--- src/rtl/uart_tx_buf.sv ---
// Buffered UART transmitter: a valid/ready byte FIFO feeding an 8-bit serialiser.
// Frames are start, D0..D7 LSB first, optional even parity, then 1 or 2 stop bits.
module uart_tx_buf #(
  parameter int BAUD_DIV  = 5208,
  parameter int DEPTH     = 16,
  parameter int PARITY_EN = 0,
  parameter int STOP_BITS = 1
) (
  input  logic                     sclk,
  input  logic                     rst,
  input  logic                     in_valid,
  input  logic [7:0]               in_data,
  output logic                     in_ready,
  output logic                     tx,
  output logic                     busy,
  output logic [$clog2(DEPTH):0]   fifo_cnt
);

  localparam int AW  = $clog2(DEPTH);
  localparam int AW1 = AW + 1;
  localparam int CW  = $clog2(BAUD_DIV);

  localparam logic [CW-1:0] BAUD_LAST = CW'(BAUD_DIV - 1);
  localparam logic [AW:0]   FULL_CNT  = AW1'(DEPTH);
  localparam logic          STOP_LAST = 1'(STOP_BITS - 1);

  typedef enum logic [2:0] {
    S_IDLE,
    S_START,
    S_DATA,
    S_PARITY,
    S_STOP
  } state_t;

  // ---------------------------------------------------------------------------
  // FIFO
  // ---------------------------------------------------------------------------
  logic [7:0]    mem [DEPTH];
  logic [AW-1:0] wr_ptr_q;
  logic [AW-1:0] rd_ptr_q;
  logic [AW:0]   cnt_q;
  logic          push;
  logic          pop;
  logic          fifo_nonempty;

  // Ready looks only at the registered count, so a full FIFO never accepts
  // a byte on the same edge that it pops one.
  assign in_ready      = (cnt_q != FULL_CNT);
  assign push          = in_valid & in_ready;
  assign fifo_nonempty = (cnt_q != '0);
  assign fifo_cnt      = cnt_q;

  // NOTE: storage is not reset; pointers and count define which entries are valid.
  always_ff @(posedge sclk) begin
    if (push) begin
      mem[wr_ptr_q] <= in_data;
    end
  end

  // NOTE: sequential state uses non-blocking assignments so every register
  // samples pre-edge values regardless of statement order.
  always_ff @(posedge sclk) begin
    if (rst) begin
      wr_ptr_q <= '0;
      rd_ptr_q <= '0;
      cnt_q    <= '0;
    end else begin
      if (push) wr_ptr_q <= wr_ptr_q + 1'b1;
      if (pop)  rd_ptr_q <= rd_ptr_q + 1'b1;
      unique case ({push, pop})
        2'b10:   cnt_q <= cnt_q + 1'b1;
        2'b01:   cnt_q <= cnt_q - 1'b1;
        default: cnt_q <= cnt_q;
      endcase
    end
  end

  // ---------------------------------------------------------------------------
  // Serialiser FSM
  // ---------------------------------------------------------------------------
  state_t        state_q, state_d;
  logic [CW-1:0] baud_q, baud_d;
  logic [2:0]    bit_q, bit_d;
  logic          stop_q, stop_d;
  logic [7:0]    byte_q, byte_d;
  logic          tx_q, tx_d;
  logic          baud_end;

  assign baud_end = (baud_q == BAUD_LAST);

  // NOTE: every variable gets a default before the case so no latch is inferred.
  always_comb begin
    state_d = state_q;
    baud_d  = baud_q;
    bit_d   = bit_q;
    stop_d  = stop_q;
    byte_d  = byte_q;
    pop     = 1'b0;

    if (state_q != S_IDLE) begin
      baud_d = baud_end ? '0 : baud_q + 1'b1;
    end

    unique case (state_q)
      S_IDLE: begin
        if (fifo_nonempty) begin
          pop     = 1'b1;
          byte_d  = mem[rd_ptr_q];
          state_d = S_START;
        end
      end
      S_START: begin
        if (baud_end) begin
          state_d = S_DATA;
          bit_d   = '0;
        end
      end
      S_DATA: begin
        if (baud_end) begin
          if (bit_q == 3'd7) begin
            state_d = (PARITY_EN != 0) ? S_PARITY : S_STOP;
            stop_d  = 1'b0;
          end else begin
            bit_d = bit_q + 1'b1;
          end
        end
      end
      S_PARITY: begin
        if (baud_end) begin
          state_d = S_STOP;
          stop_d  = 1'b0;
        end
      end
      S_STOP: begin
        if (baud_end) begin
          if (stop_q == STOP_LAST) begin
            // Chain straight into the next start bit when a byte is waiting.
            if (fifo_nonempty) begin
              pop     = 1'b1;
              byte_d  = mem[rd_ptr_q];
              state_d = S_START;
            end else begin
              state_d = S_IDLE;
            end
          end else begin
            stop_d = stop_q + 1'b1;
          end
        end
      end
      default: state_d = S_IDLE;
    endcase
  end

  // The line level is a function of the next state so tx comes straight from a flop.
  always_comb begin
    tx_d = 1'b1;
    unique case (state_d)
      S_IDLE:   tx_d = 1'b1;
      S_START:  tx_d = 1'b0;
      S_DATA:   tx_d = byte_d[bit_d];
      S_PARITY: tx_d = ^byte_d;
      S_STOP:   tx_d = 1'b1;
      default:  tx_d = 1'b1;
    endcase
  end

  always_ff @(posedge sclk) begin
    if (rst) begin
      state_q <= S_IDLE;
      baud_q  <= '0;
      bit_q   <= '0;
      stop_q  <= 1'b0;
      byte_q  <= '0;
      tx_q    <= 1'b1;
    end else begin
      state_q <= state_d;
      baud_q  <= baud_d;
      bit_q   <= bit_d;
      stop_q  <= stop_d;
      byte_q  <= byte_d;
      tx_q    <= tx_d;
    end
  end

  assign tx   = tx_q;
  assign busy = (state_q != S_IDLE);

endmodule

--- config.mk ---
export PLATFORM = sky130hd
export DESIGN_NAME = uart_tx_buf
export DESIGN_NICKNAME = d
export VERILOG_FILES = /design/src/rtl/uart_tx_buf.sv
export SDC_FILE = /design/constraint.sdc
export NUM_CORES = 1
export LEC_CHECK = 0
export ABC_AREA = 1
export CAP_MARGIN = 20
export CORE_MARGIN = 3
export CORE_UTILIZATION = 49
export DETAILED_ROUTE_END_ITERATION = 16
export GPL_TIMING_DRIVEN = 0
export PLACE_DENSITY_LB_ADDON = 0.25
export SLEW_MARGIN = 5
export SYNTH_ARGS = -nofsm -noshare
export SYNTH_HDL_FRONTEND = slang
export SYNTH_SLANG_ARGS = --single-unit
--- constraint.sdc ---
create_clock -name sclk -period 2.9 [get_ports sclk]
set_clock_uncertainty 0.1 [all_clocks]
set_input_delay 0.58 -clock sclk [delete_from_list [all_inputs] [get_ports sclk]]
set_output_delay 0.58 -clock sclk [all_outputs]
set_load 0.05 [all_outputs]
==> results of run 1 <==
cells in the mapped netlist, types with 2 or more instances:
master / instances
a21oi_1: 16
buf_2: 17
buf_4: 2
buf_6: 4
clkbuf_1: 7
clkinv_1: 3
dfxtp_1: 45
edfxtp_1: 128
ha_1: 9
inv_1: 122
inv_2: 10
nand2_1: 274
nand2_2: 8
nand3_1: 108
nand3_2: 5
nand3b_1: 2
nand4_1: 4
nor2_1: 75
nor2_2: 4
nor2_4: 3
nor3_1: 3
nor3b_1: 3
o21a_1: 3
o21ai_0: 14
or2_1: 2
xnor2_1: 2
xor2_1: 5
per-stage QoR:
stage                     util (%)  setup TNS [ns]
final                        56.72               0
after detailed placement     53.23               0
after CTS                    56.71               0
after global placement       53.23               0
after global routing         56.72        -0.02742
after floorplan                  -               0
sequential cells by signal, indices dropped and copies added, names as in the netlist, named ones only:
register / cells
bit_q: 3
mem: 128
wr_ptr_q: 4
fifo_cnt: 5
rd_ptr_q: 4
tx: 1
baud_q: 13
state_q: 3
byte_q: 8
power by group through the flow:
stage / registers [mW] / logic [mW] / clock network [mW]
4_1_cts: 2.91 / 3.24 / 2.18
5_1_grt: 2.93 / 3.67 / 2.28
6_report: 2.91 / 3.27 / 2.16
2_1_floorplan: 3.06 / 2.23 / 0
3_5_place_dp: 2.97 / 3.23 / 0
3_3_place_gp: 2.97 / 3.19 / 0
layout by cell type (no fill, tap or decap), types with 3 or more instances in the layout:
master,Yosys,final
nand3_2,5,6
o21a_1,3,3
inv_2,10,10
xor2_1,5,5
buf_6,4,4
buf_2,17,17
nor2_2,4,5
inv_1,122,122
clkbuf_16,0,17
nor3_1,3,3
clkinvlp_4,0,3
nor3b_1,3,3
clkdlybuf4s50_1,0,17
ha_1,9,8
nand2_2,8,8
o21ai_0,14,14
nand4_1,4,4
nand2_1,274,274
edfxtp_1,128,128
clkbuf_1,7,6
clkinv_4,0,4
nor2_1,75,74
dfxtp_1,45,45
nor2_4,3,3
inv_8,0,3
a21oi_1,16,16
inv_6,0,4
clkinv_1,3,4
nand3_1,108,107
worst paths after layout:
| check | start | to | slack [ns] | cells past startpoint |
|---|---|---|---|---|
| worst max-delay path | baud_q[0]$_SDFFE_PP0N_ | fifo_cnt[4]$_SDFFE_PP0P_ | 0.20 | 18 |
| worst min-delay path | baud_q[6]$_SDFFE_PP0N_ | baud_q[6]$_SDFFE_PP0N_ | 0.40 | 2 |
| worst max register to register | baud_q[0]$_SDFFE_PP0N_ | fifo_cnt[4]$_SDFFE_PP0P_ | 0.20 | 18 |
| worst min register to register | baud_q[6]$_SDFFE_PP0N_ | baud_q[6]$_SDFFE_PP0N_ | 0.40 | 2 |
worst max-delay path, stage by stage (launching register included):
cell      delay, ns
dfxtp_1        0.37
ha_1           0.18
nand2_1        0.12
nor2_4         0.15
nand3_4        0.13
a21oi_4        0.22
buf_6          0.19
ha_2           0.26
xnor2_1        0.16
inv_1          0.06
ha_1           0.17
inv_1          0.06
nand2_2        0.06
nand3b_2       0.08
nand2_1        0.05
nand2_1        0.06
nand2_1        0.04
nand2_1        0.06
a21oi_2        0.05
layer usage:
layer / share of wire, % / GRT usage, %
met2: 47 / 35.71
met4: 2.4 / 8.088
met1: 45 / 29.88
met5: 0 / 0
met3: 6.2 / 3.413
kinds of logic after synthesis:
kind of cell / count (synthesis) / synth area share, %
adders and majority gates: 9 / 1.402
and+or+nand+nor: 495 / 26.83
AOI/OAI and AO/OA: 44 / 3.443
xor gates and xnor gates: 7 / 0.7634
buffers and inverters: 166 / 8.490
DFF: 173 / 59.07
layout make-up:
class,instances,area (um^2),area share (%)
clock inverters,15,130.1,1.439
plain buffers,30,171.4,1.896
flip-flops and latches,173,4745,52.47
inverters,135,506.7,5.604
clock buffers,17,425.4,4.705
multi-input cells,555,2615,28.92
repair buffers,18,178.9,1.979
well taps,216,270.3,2.989
what timing repair did:
action	4_1_cts	5_1_grt
resized for setup	1	2
endpoints found under the setup margin	1	3
buffers inserted	0	0
==> impl_metrics.env, run 1 <==
export IMPL_synthesis_instances=894
export IMPL_synth_async_reset_ratio_pct=0
export IMPL_fin_cells=1159
export IMPL_dr_first_iter_drc_count=479
export IMPL_crit_arrival_ns=2.89
export IMPL_synthToLayoutAreaGrowth_pct=12.59
export IMPL_timing_final_setup_violations=0
export IMPL_power_switching_mw=3.360
export IMPL_design_final_nets=950
export IMPL_first_global_vias=5531
export IMPL_antenna_violations_before_repair=0
export IMPL_cts_inserted_buffers=17
export IMPL_timing_final_hold_violations=0
export IMPL_layout_setup_ws_ns=0.2027
export IMPL_clockPowerShare_pct=25.9
export IMPL_post_synth_num_cell_types=43
export IMPL_share_comb_of_total_power_pct=39.2
export IMPL_fin_crit_sh_pct=93.01
export IMPL_worst_setup_path_start_kind="flop"
export IMPL_worstHoldPathType="flop to flop"
export IMPL_synth_seq_cells=173
export IMPL_timing_final_max_slew_violations=0
export IMPL_synth_largest_area_cell="edfxtp_1"
export IMPL_globalRouteOverflowTotal=0
export IMPL_grt_pass1_wl_um=29750
export IMPL_fp_dieH_um=134.0
export IMPL_swShare_pct=40.30
export IMPL_routed_wl_um=18650
export IMPL_cts_hold_buffers=0
export IMPL_initial_core_util_pct=50.38
export IMPL_holdWs_ns=0.3987
export IMPL_floorplan_die_area_mm2=0.01796
export IMPL_route_vias_total=5827
export IMPL_avgRoutedWirePerCell_um=16.09
export IMPL_setup_worst_path_class="flop to flop"
export IMPL_core_area_mm2=0.01594
export IMPL_pin_count_of_the_biggest_net_entering_global_routing=18
export IMPL_post_route_min_period_ns=2.697
export IMPL_num_antenna_cells=0
export IMPL_synthesis_area_per_instance_um2=8.984
export IMPL_clk_pin_slew_ns=0.07
export IMPL_synth_seq_area_share_pct=59.07
export IMPL_cts_root_buf="clkbuf_16"
export IMPL_clock_latency_ns=0.43
export IMPL_final_antenna_net_count=0
export IMPL_drc_errors=0
export IMPL_core_rowCount=46
export IMPL_fill_cells=1465
export IMPL_global_route_usage_sum_pct=21.88
export IMPL_end_kind="flop"
export IMPL_timing_fmax_ghz=0.3707
export IMPL_io_pin_count=19
export IMPL_postSynth_topFlopCell="edfxtp_1"
export IMPL_timing_critical_path_required_ns=3.10
export IMPL_ctsLongestPathBuffers=2
export IMPL_horiz_die_dim_um=134.0
export IMPL_internal_power_mw=4.978
export IMPL_firstDrtPassIters=5
export IMPL_max_slew_worst_pin_slew_ns=0.9834
export IMPL_cap_viol_max_count=0
export IMPL_finish_instance_area_mm2=0.009042
export IMPL_yosys_top_cells_area="edfxtp_1, nand2_1, dfxtp_1"
export IMPL_synthDominantCellAreaShare_pct=47.86
export IMPL_pre_cts_ws_ns=0.02306
export IMPL_hpwl_um=12580
export IMPL_tritoncts="yes"
export IMPL_synth_nets=914
export IMPL_status="finished clean"
export IMPL_cellPowerDensity_mw_per_mm2=922.1
export IMPL_cts_sink_count=173
export IMPL_drt_vias_per_instance=5.028
export IMPL_synth_edf_count=128
export IMPL_power_frac_seq_pct=34.9
export IMPL_post_synth_instance_area_mm2=0.008031
export IMPL_static_leak_nw=3.856
export IMPL_htreeDepth=4
export IMPL_ys_warnings_count=0
export IMPL_maximum_ir_drop_on_the_vdd_rail_v=0.0005264
export IMPL_gp_routability_congestion=0.8663
export IMPL_drive_gt1_share_pct=9.968
export IMPL_portBuffers=18
export IMPL_rsz_0062_raised_after_global_routing="yes"
export IMPL_relSlewSlack_pct=34.20
export IMPL_post_layout_total_power_mw=8.338
export IMPL_postPlaceCellArea_mm2=0.008487
export IMPL_path_max_fanout=10
export IMPL_place_inst=1128
(Power assumes the default switching activity.)
==> run 2: changes to the inputs <==
Settings changed: CORE_MARGIN 3 to 4.
==> run 2 against run 1 <==
  * Via count is 0.29% higher
  * Global-route usage decreased by 0.26 points
  * Largest power group unchanged
  * Fmax up 1.8%
  * Setup slack improved by 0.048 ns
  * Flip-flop and latch count did not move
  * Non-clock buffer count is the same
==> impl_metrics.env, run 2 (synthesis results as in run 1) <==
export IMPL_status="finished clean"
export IMPL_global_route_usage_sum_pct=21.62
export IMPL_cts_root_buf="clkbuf_16"
export IMPL_share_comb_of_total_power_pct=38.6
export IMPL_globalRouteOverflowTotal=0
export IMPL_cts_hold_buffers=0
export IMPL_path_max_fanout=7
export IMPL_pin_count_of_the_biggest_net_entering_global_routing=17
export IMPL_fin_tns_setup_ns=0
export IMPL_num_antenna_cells=0
export IMPL_fp_dieH_um=136.0
export IMPL_pre_cts_ws_ns=0.03833
export IMPL_rsz_0062_raised_after_global_routing="no"
export IMPL_setup_reg_to_reg_worst_slack_ns=0.28
export IMPL_hpwl_um=12690
export IMPL_dr_first_iter_drc_count=440
export IMPL_maximum_ir_drop_on_the_vdd_rail_v=0.0005435
export IMPL_htreeDepth=4
export IMPL_max_ffs_per_register=128
export IMPL_floorplan_die_area_mm2=0.01850
export IMPL_crit_slowest_cell="dlygate4sd2_1"
export IMPL_antenna_violations_before_repair=0
export IMPL_synthToLayoutAreaGrowth_pct=13.32
export IMPL_holdWs_ns=0.3866
export IMPL_layout_setup_ws_ns=0.2509
export IMPL_design_final_nets=950
export IMPL_mostFrequentLayoutCells="nand2_1, edfxtp_1, inv_1"
export IMPL_clk_pin_slew_ns=0.06
export IMPL_route_vias_total=5844
export IMPL_timing_final_max_slew_violations=0
export IMPL_postCtsSetupBuffers=0
export IMPL_drive_gt1_share_pct=9.332
export IMPL_cap_viol_max_count=0
export IMPL_initial_core_util_pct=50.20
export IMPL_firstDrtPassIters=6
export IMPL_fin_crit_sh_pct=91.35
export IMPL_postLayoutCoreUtil_pct=56.88
export IMPL_ctsLongestPathBuffers=2
export IMPL_timing_final_setup_violations=0
export IMPL_post_route_min_period_ns=2.649
export IMPL_setup_worst_path_class="flop to output port"
export IMPL_place_inst=1128
export IMPL_first_global_vias=5438
export IMPL_max_slew_worst_pin_slew_ns=0.9240
export IMPL_static_leak_nw=3.880
export IMPL_fill_cells=1416
export IMPL_power_frac_seq_pct=34.0
export IMPL_drt_vias_per_instance=5.042
export IMPL_core_area_mm2=0.01600
export IMPL_final_antenna_net_count=0
export IMPL_worstHoldPathCells=2
export IMPL_end_kind="output port"
export IMPL_routed_wl_um=18760
export IMPL_grt_pass1_wl_um=29630
export IMPL_clockPowerShare_pct=27.4
export IMPL_worstRegToRegCells=18
export IMPL_gp_routability_congestion=0.8697
export IMPL_crit_arrival_ns=1.97
export IMPL_core_rowCount=46
export IMPL_worst_setup_path_start_kind="flop"
export IMPL_portBuffers=18
export IMPL_relSlewSlack_pct=38.17
export IMPL_internal_power_mw=5.310
export IMPL_tritoncts="yes"
export IMPL_layout_commonest_cell="nand2_1"
export IMPL_cellPowerDensity_mw_per_mm2=943.6
export IMPL_io_pin_count=19
export IMPL_swShare_pct=38.17
export IMPL_drc_errors=0
export IMPL_power_switching_mw=3.278
export IMPL_timing_critical_path_required_ns=2.22
export IMPL_worstHoldPathType="flop to flop"
export IMPL_timing_fmax_ghz=0.3775
export IMPL_cts_sink_count=173
export IMPL_ff_latch_area_mm2=0.004745
export IMPL_clock_latency_ns=0.43
export IMPL_fin_cells=1159
export IMPL_cts_inserted_buffers=17
export IMPL_cp_cell_sequence="nor2_1 -> inv_1 -> nor2_1 -> inv_1 -> dlygate4sd2_1"
export IMPL_avgRoutedWirePerCell_um=16.19
export IMPL_largest_regs="mem: 128 flops, baud_q: 13 flops, byte_q: 8 flops"
export IMPL_horiz_die_dim_um=136.0
export IMPL_timing_final_hold_violations=0
export IMPL_max_flop_register="mem"
export IMPL_critical_path_s_largest_stage_delay_ns=0.45
export IMPL_multi_input_gate_area_in_the_final_layout_mm2=0.002623
==> run 2: changes by cell type in the layout (fill, tap and decap cells not counted), sizes merged <==
| cell | change |
|---|---|
| clkinvlp | -1 |
| clkinv | -1 |
| clkbuf | +4 |
| inv | -6 |
| bufinv | +4 |
==> run 2: cell type report <==
type / instances / area share, %
Timing Repair Buffer: 18 / 1.966
Multi-Input combinational cell: 555 / 28.82
Clock buffer: 21 / 4.839
Tap cell: 216 / 2.969
Inverter: 135 / 5.568
Sequential cell: 173 / 52.13
Buffer: 30 / 1.883
Clock inverter: 11 / 1.828
==> run 2: worst paths after layout <==
path | from | to
min | baud_q[9]$_SDFFE_PP0N_ | baud_q[9]$_SDFFE_PP0N_
min reg2reg | baud_q[9]$_SDFFE_PP0N_ | baud_q[9]$_SDFFE_PP0N_
max | state_q[1]$_SDFF_PP0_ | busy
max reg2reg | baud_q[0]$_SDFFE_PP0N_ | fifo_cnt[4]$_SDFFE_PP0P_
==> run 2: stage by stage <==
stage	power, mW	cell area [um^2]
3_3_place_gp	6.169	8487
3_5_place_dp	6.211	8487
4_1_cts	8.562	9092
2_1_floorplan	5.297	8036
6_report	8.588	9101
5_1_grt	9.125	9101
==> run 2: worst max-delay path: cells and delay by family (launching register included) <==
kind,cells,cell delay (ns)
buffers and inverters,3,0.63
DFF,1,0.36
and+or+nand+nor,2,0.54
==> run 2: power by group through the flow <==
| stage | clock [mW] | sequential (mW) | combinational, mW |
|---|---|---|---|
| floorplan | 0 | 3.06 | 2.23 |
| global placement | 0 | 2.97 | 3.20 |
| detailed placement | 0 | 2.97 | 3.24 |
| CTS | 2.38 | 2.92 | 3.26 |
| global route | 2.49 | 2.94 | 3.69 |
| finish | 2.36 | 2.92 | 3.31 |
==> run 2: routing by layer <==
layer	track usage, %	wire length, um	vias to the layer above
li1	-	-	2943
met1	30.18	8372	2680
met2	32.91	8583	180
met3	4.367	1222	41
met4	9.406	582	0
met5	0	0	-
==> run 2: timing repair <==
| action | in CTS | in global routing |
|---|---|---|
| cloned | 0 | 0 |
| endpoints found under the setup margin | 1 | 3 |
| resized for setup | 1 | 2 |
==> run 3: changes to the inputs <==
Settings changed: ABC_AREA 1 to not set.
==> run 3 against run 2 <==
  * Synthesized cell count is 47% lower
  * Register-to-register slack got worse by 0.26 ns
  * Utilization increased by 2.9 points
  * Flip-flop and latch count unchanged
  * Worst hold slack better by 0.030 ns
  * Die area decreased by 11%
  * Total power is 5.6% lower
  * Fmax down 8.0%
  * Combinational power down 13%
  * Clock power shrank 7%
  * Critical path depth up 8
==> impl_metrics.env, run 3 <==
export IMPL_cts_root_buf="clkbuf_16"
export IMPL_largest_regs="mem: 128 flops, baud_q: 13 flops, byte_q: 8 flops"
export IMPL_cts_hold_buffers=0
export IMPL_synth_largest_area_cell="edfxtp_1"
export IMPL_max_slew_worst_pin_slew_ns=0.7872
export IMPL_r2r_start="baud_q[0]$_SDFFE_PP0N_"
export IMPL_netlist_top_cells_count="edfxtp_1, nor2_1, dfxtp_1, mux4_2, nand2_1"
export IMPL_synthToLayoutAreaGrowth_pct=17.76
export IMPL_hpwl_um=9492
export IMPL_globalRouteOverflowTotal=0
export IMPL_drc_errors=0
export IMPL_clk_pin_slew_ns=0.07
export IMPL_timing_final_hold_violations=0
export IMPL_timing_final_max_slew_violations=0
export IMPL_gp_routability_congestion=0.8382
export IMPL_timing_fmax_ghz=0.3473
export IMPL_design_final_nets=542
export IMPL_avgRoutedWirePerCell_um=20.04
export IMPL_antenna_violations_before_repair=0
export IMPL_maximum_ir_drop_on_the_vdd_rail_v=0.0005111
export IMPL_synthDominantCellAreaShare_pct=53.91
export IMPL_max_ffs_per_register=128
export IMPL_timing_critical_path_buf_inv=2
export IMPL_grt_pass1_wl_um=23060
export IMPL_initial_core_util_pct=50.77
export IMPL_setup_reg_to_reg_worst_slack_ns=0.02
export IMPL_drt_vias_per_instance=5.731
export IMPL_htreeDepth=4
export IMPL_tritoncts="yes"
export IMPL_path_max_fanout=3
export IMPL_worst_setup_path_start_kind="flop"
export IMPL_fin_crit_sh_pct=99.29
export IMPL_postPlaceCellArea_mm2=0.007661
export IMPL_finish_instance_area_mm2=0.008396
export IMPL_io_pin_count=19
export IMPL_routed_wl_um=14330
export IMPL_global_route_usage_sum_pct=18.72
export IMPL_worstRegToRegCells=13
export IMPL_route_vias_total=4098
export IMPL_crit_slowest_cell="a2111oi_4"
export IMPL_place_inst=672
export IMPL_yosys_top_cells_area="edfxtp_1, dfxtp_1, mux4_2"
export IMPL_critical_path_top_delay_family="simple AND/OR/NAND/NOR gates"
export IMPL_timing_final_setup_violations=0
export IMPL_num_antenna_cells=0
export IMPL_dr_first_iter_drc_count=284
export IMPL_fp_dieH_um=128.6
export IMPL_synthesis_instances=470
export IMPL_firstDrtPassIters=5
export IMPL_cts_sink_count=173
export IMPL_core_area_mm2=0.01404
export IMPL_final_antenna_net_count=0
export IMPL_cellPowerDensity_mw_per_mm2=965.6
export IMPL_setup_worst_path_class="flop to flop"
export IMPL_synth_seq_cells=173
export IMPL_worst_r2r_endpoint="fifo_cnt[2]$_SDFFE_PP0P_"
export IMPL_first_global_vias=4196
export IMPL_cp_cell_sequence="ha_4 -> nor4b_4 -> nand3_2 -> a2111oi_4 -> buf_6 -> buf_8 -> ha_4 -> xor2_2 -> ha_2 -> a31oi_1 -> xor2_1 -> or3_1 -> a21oi_1"
export IMPL_clock_latency_ns=0.44
export IMPL_worstHoldPathType="flop to flop"
export IMPL_ctsLongestPathBuffers=2
export IMPL_portBuffers=18
export IMPL_critPathMostFrequentCell="ha_4"
export IMPL_status="finished clean"
export IMPL_core_rowCount=43
export IMPL_pin_count_of_the_biggest_net_entering_global_routing=19
export IMPL_mostFrequentLayoutCells="edfxtp_1, nor2_1, dfxtp_1"
export IMPL_timing_critical_path_required_ns=3.15
export IMPL_post_synth_instance_area_mm2=0.007129
export IMPL_crit_arrival_ns=3.13
export IMPL_drive_gt1_share_pct=22.24
export IMPL_static_leak_nw=2.768
export IMPL_relSlewSlack_pct=47.11
export IMPL_hold_start="rd_ptr_q[3]$_SDFFE_PP0P_"
export IMPL_cts_inserted_buffers=17
export IMPL_fin_tns_setup_ns=0
export IMPL_synthMostInstantiatedCell="edfxtp_1"
export IMPL_synth_async_reset_ratio_pct=0
export IMPL_cap_viol_max_count=0
export IMPL_synth_seq_area_share_pct=66.55
export IMPL_synth_edf_count=128
export IMPL_synthesis_area_per_instance_um2=15.17
export IMPL_worstHoldPathCells=2
export IMPL_horiz_die_dim_um=128.6
export IMPL_ys_warnings_count=0
export IMPL_postSynth_topFlopCell="edfxtp_1"
export IMPL_max_flop_register="mem"
export IMPL_floorplan_die_area_mm2=0.01654
export IMPL_post_synth_num_cell_types=48
export IMPL_layout_commonest_cell="edfxtp_1"
export IMPL_holdWs_ns=0.4163
export IMPL_rsz_0062_raised_after_global_routing="yes"
export IMPL_fin_cells=715
export IMPL_synth_nets=490
export IMPL_end_kind="flop"
export IMPL_post_route_min_period_ns=2.879
export IMPL_post_layout_total_power_mw=8.107
export IMPL_critical_path_s_largest_stage_delay_ns=0.39
[run 3: per-layer routing]
layer  routed length, um  global-route usage, %  up-vias
met5                   0                      0        -
met4                 306                  7.041        0
met3                 727                  4.608       24
met2                7044                  29.88      114
met1                6248                  25.10     2063
li1                    -                      -     1897
[run 3: layout make-up]
type | instances | area [um^2]
sequential | 173 | 4761
multi-input combinational | 264 | 2346
tap | 180 | 225.2
buffer | 24 | 150.1
clock buffer | 17 | 425.4
timing repair buffer | 34 | 307.8
clock inverter | 15 | 150.1
fill | 1048 | 5647
inverter | 8 | 30.03
[run 3: metrics by stage]
step / utilization (%) / worst slack, ns
after floorplan: - / -0.02649
after global placement: 54.34 / -0.2753
after detailed placement: 54.56 / -0.4000
after CTS: 59.44 / -0.02959
after global routing: 59.79 / -0.1252
final: 59.79 / 0.02058
[run 3: worst register-to-register path, delay by kind of cell (launching register included)]
kind            cells  cell delay [ns]
buf+inv             2             0.26
xor+xnor            2             0.33
flops               1             0.36
fa+ha+maj           3             0.49
simple gates        3             0.70
compound gates      3             0.56
[run 3: report_power, final]
group	total [mW]	internal, mW	switching, mW
combinational	2.89	1.44	1.45
clock	2.19	1.14	1.05
sequential	3.02	2.87	0.155
total	8.11	5.45	2.66
[run 3: logic make-up after synthesis]
logic type | count (synthesis) | synth area share, %
buffers and inverters | 33 | 2.229
flip-flops | 173 | 66.55
AND/OR/NAND/NOR | 131 | 8.863
adder cells (fa/ha/maj) | 9 | 1.580
AO/OA/AOI/OAI | 48 | 5.002
multiplexers | 47 | 12.21
XOR/XNOR | 29 | 3.563
[run 3: repair_timing]
action | CTS | global route
setup buffers | 10 | 2
gates resized for setup | 15 | 9
endpoints found under the setup margin | 6 | 5
pin swaps | 6 | 5
[run 3: worst max-delay path by stage]
stage | from | endpoint | depth (start not counted)
after floorplan | baud_q[1]$_SDFFE_PP0N_ | fifo_cnt[2]$_SDFFE_PP0P_ | 14
after global placement | baud_q[0]$_SDFFE_PP0N_ | fifo_cnt[2]$_SDFFE_PP0P_ | 14
after detailed placement | baud_q[1]$_SDFFE_PP0N_ | fifo_cnt[2]$_SDFFE_PP0P_ | 14
after CTS | baud_q[0]$_SDFFE_PP0N_ | fifo_cnt[4]$_SDFFE_PP0P_ | 15
after global routing | baud_q[0]$_SDFFE_PP0N_ | tx$_SDFF_PP1_ | 11
final | baud_q[0]$_SDFFE_PP0N_ | fifo_cnt[2]$_SDFFE_PP0P_ | 13
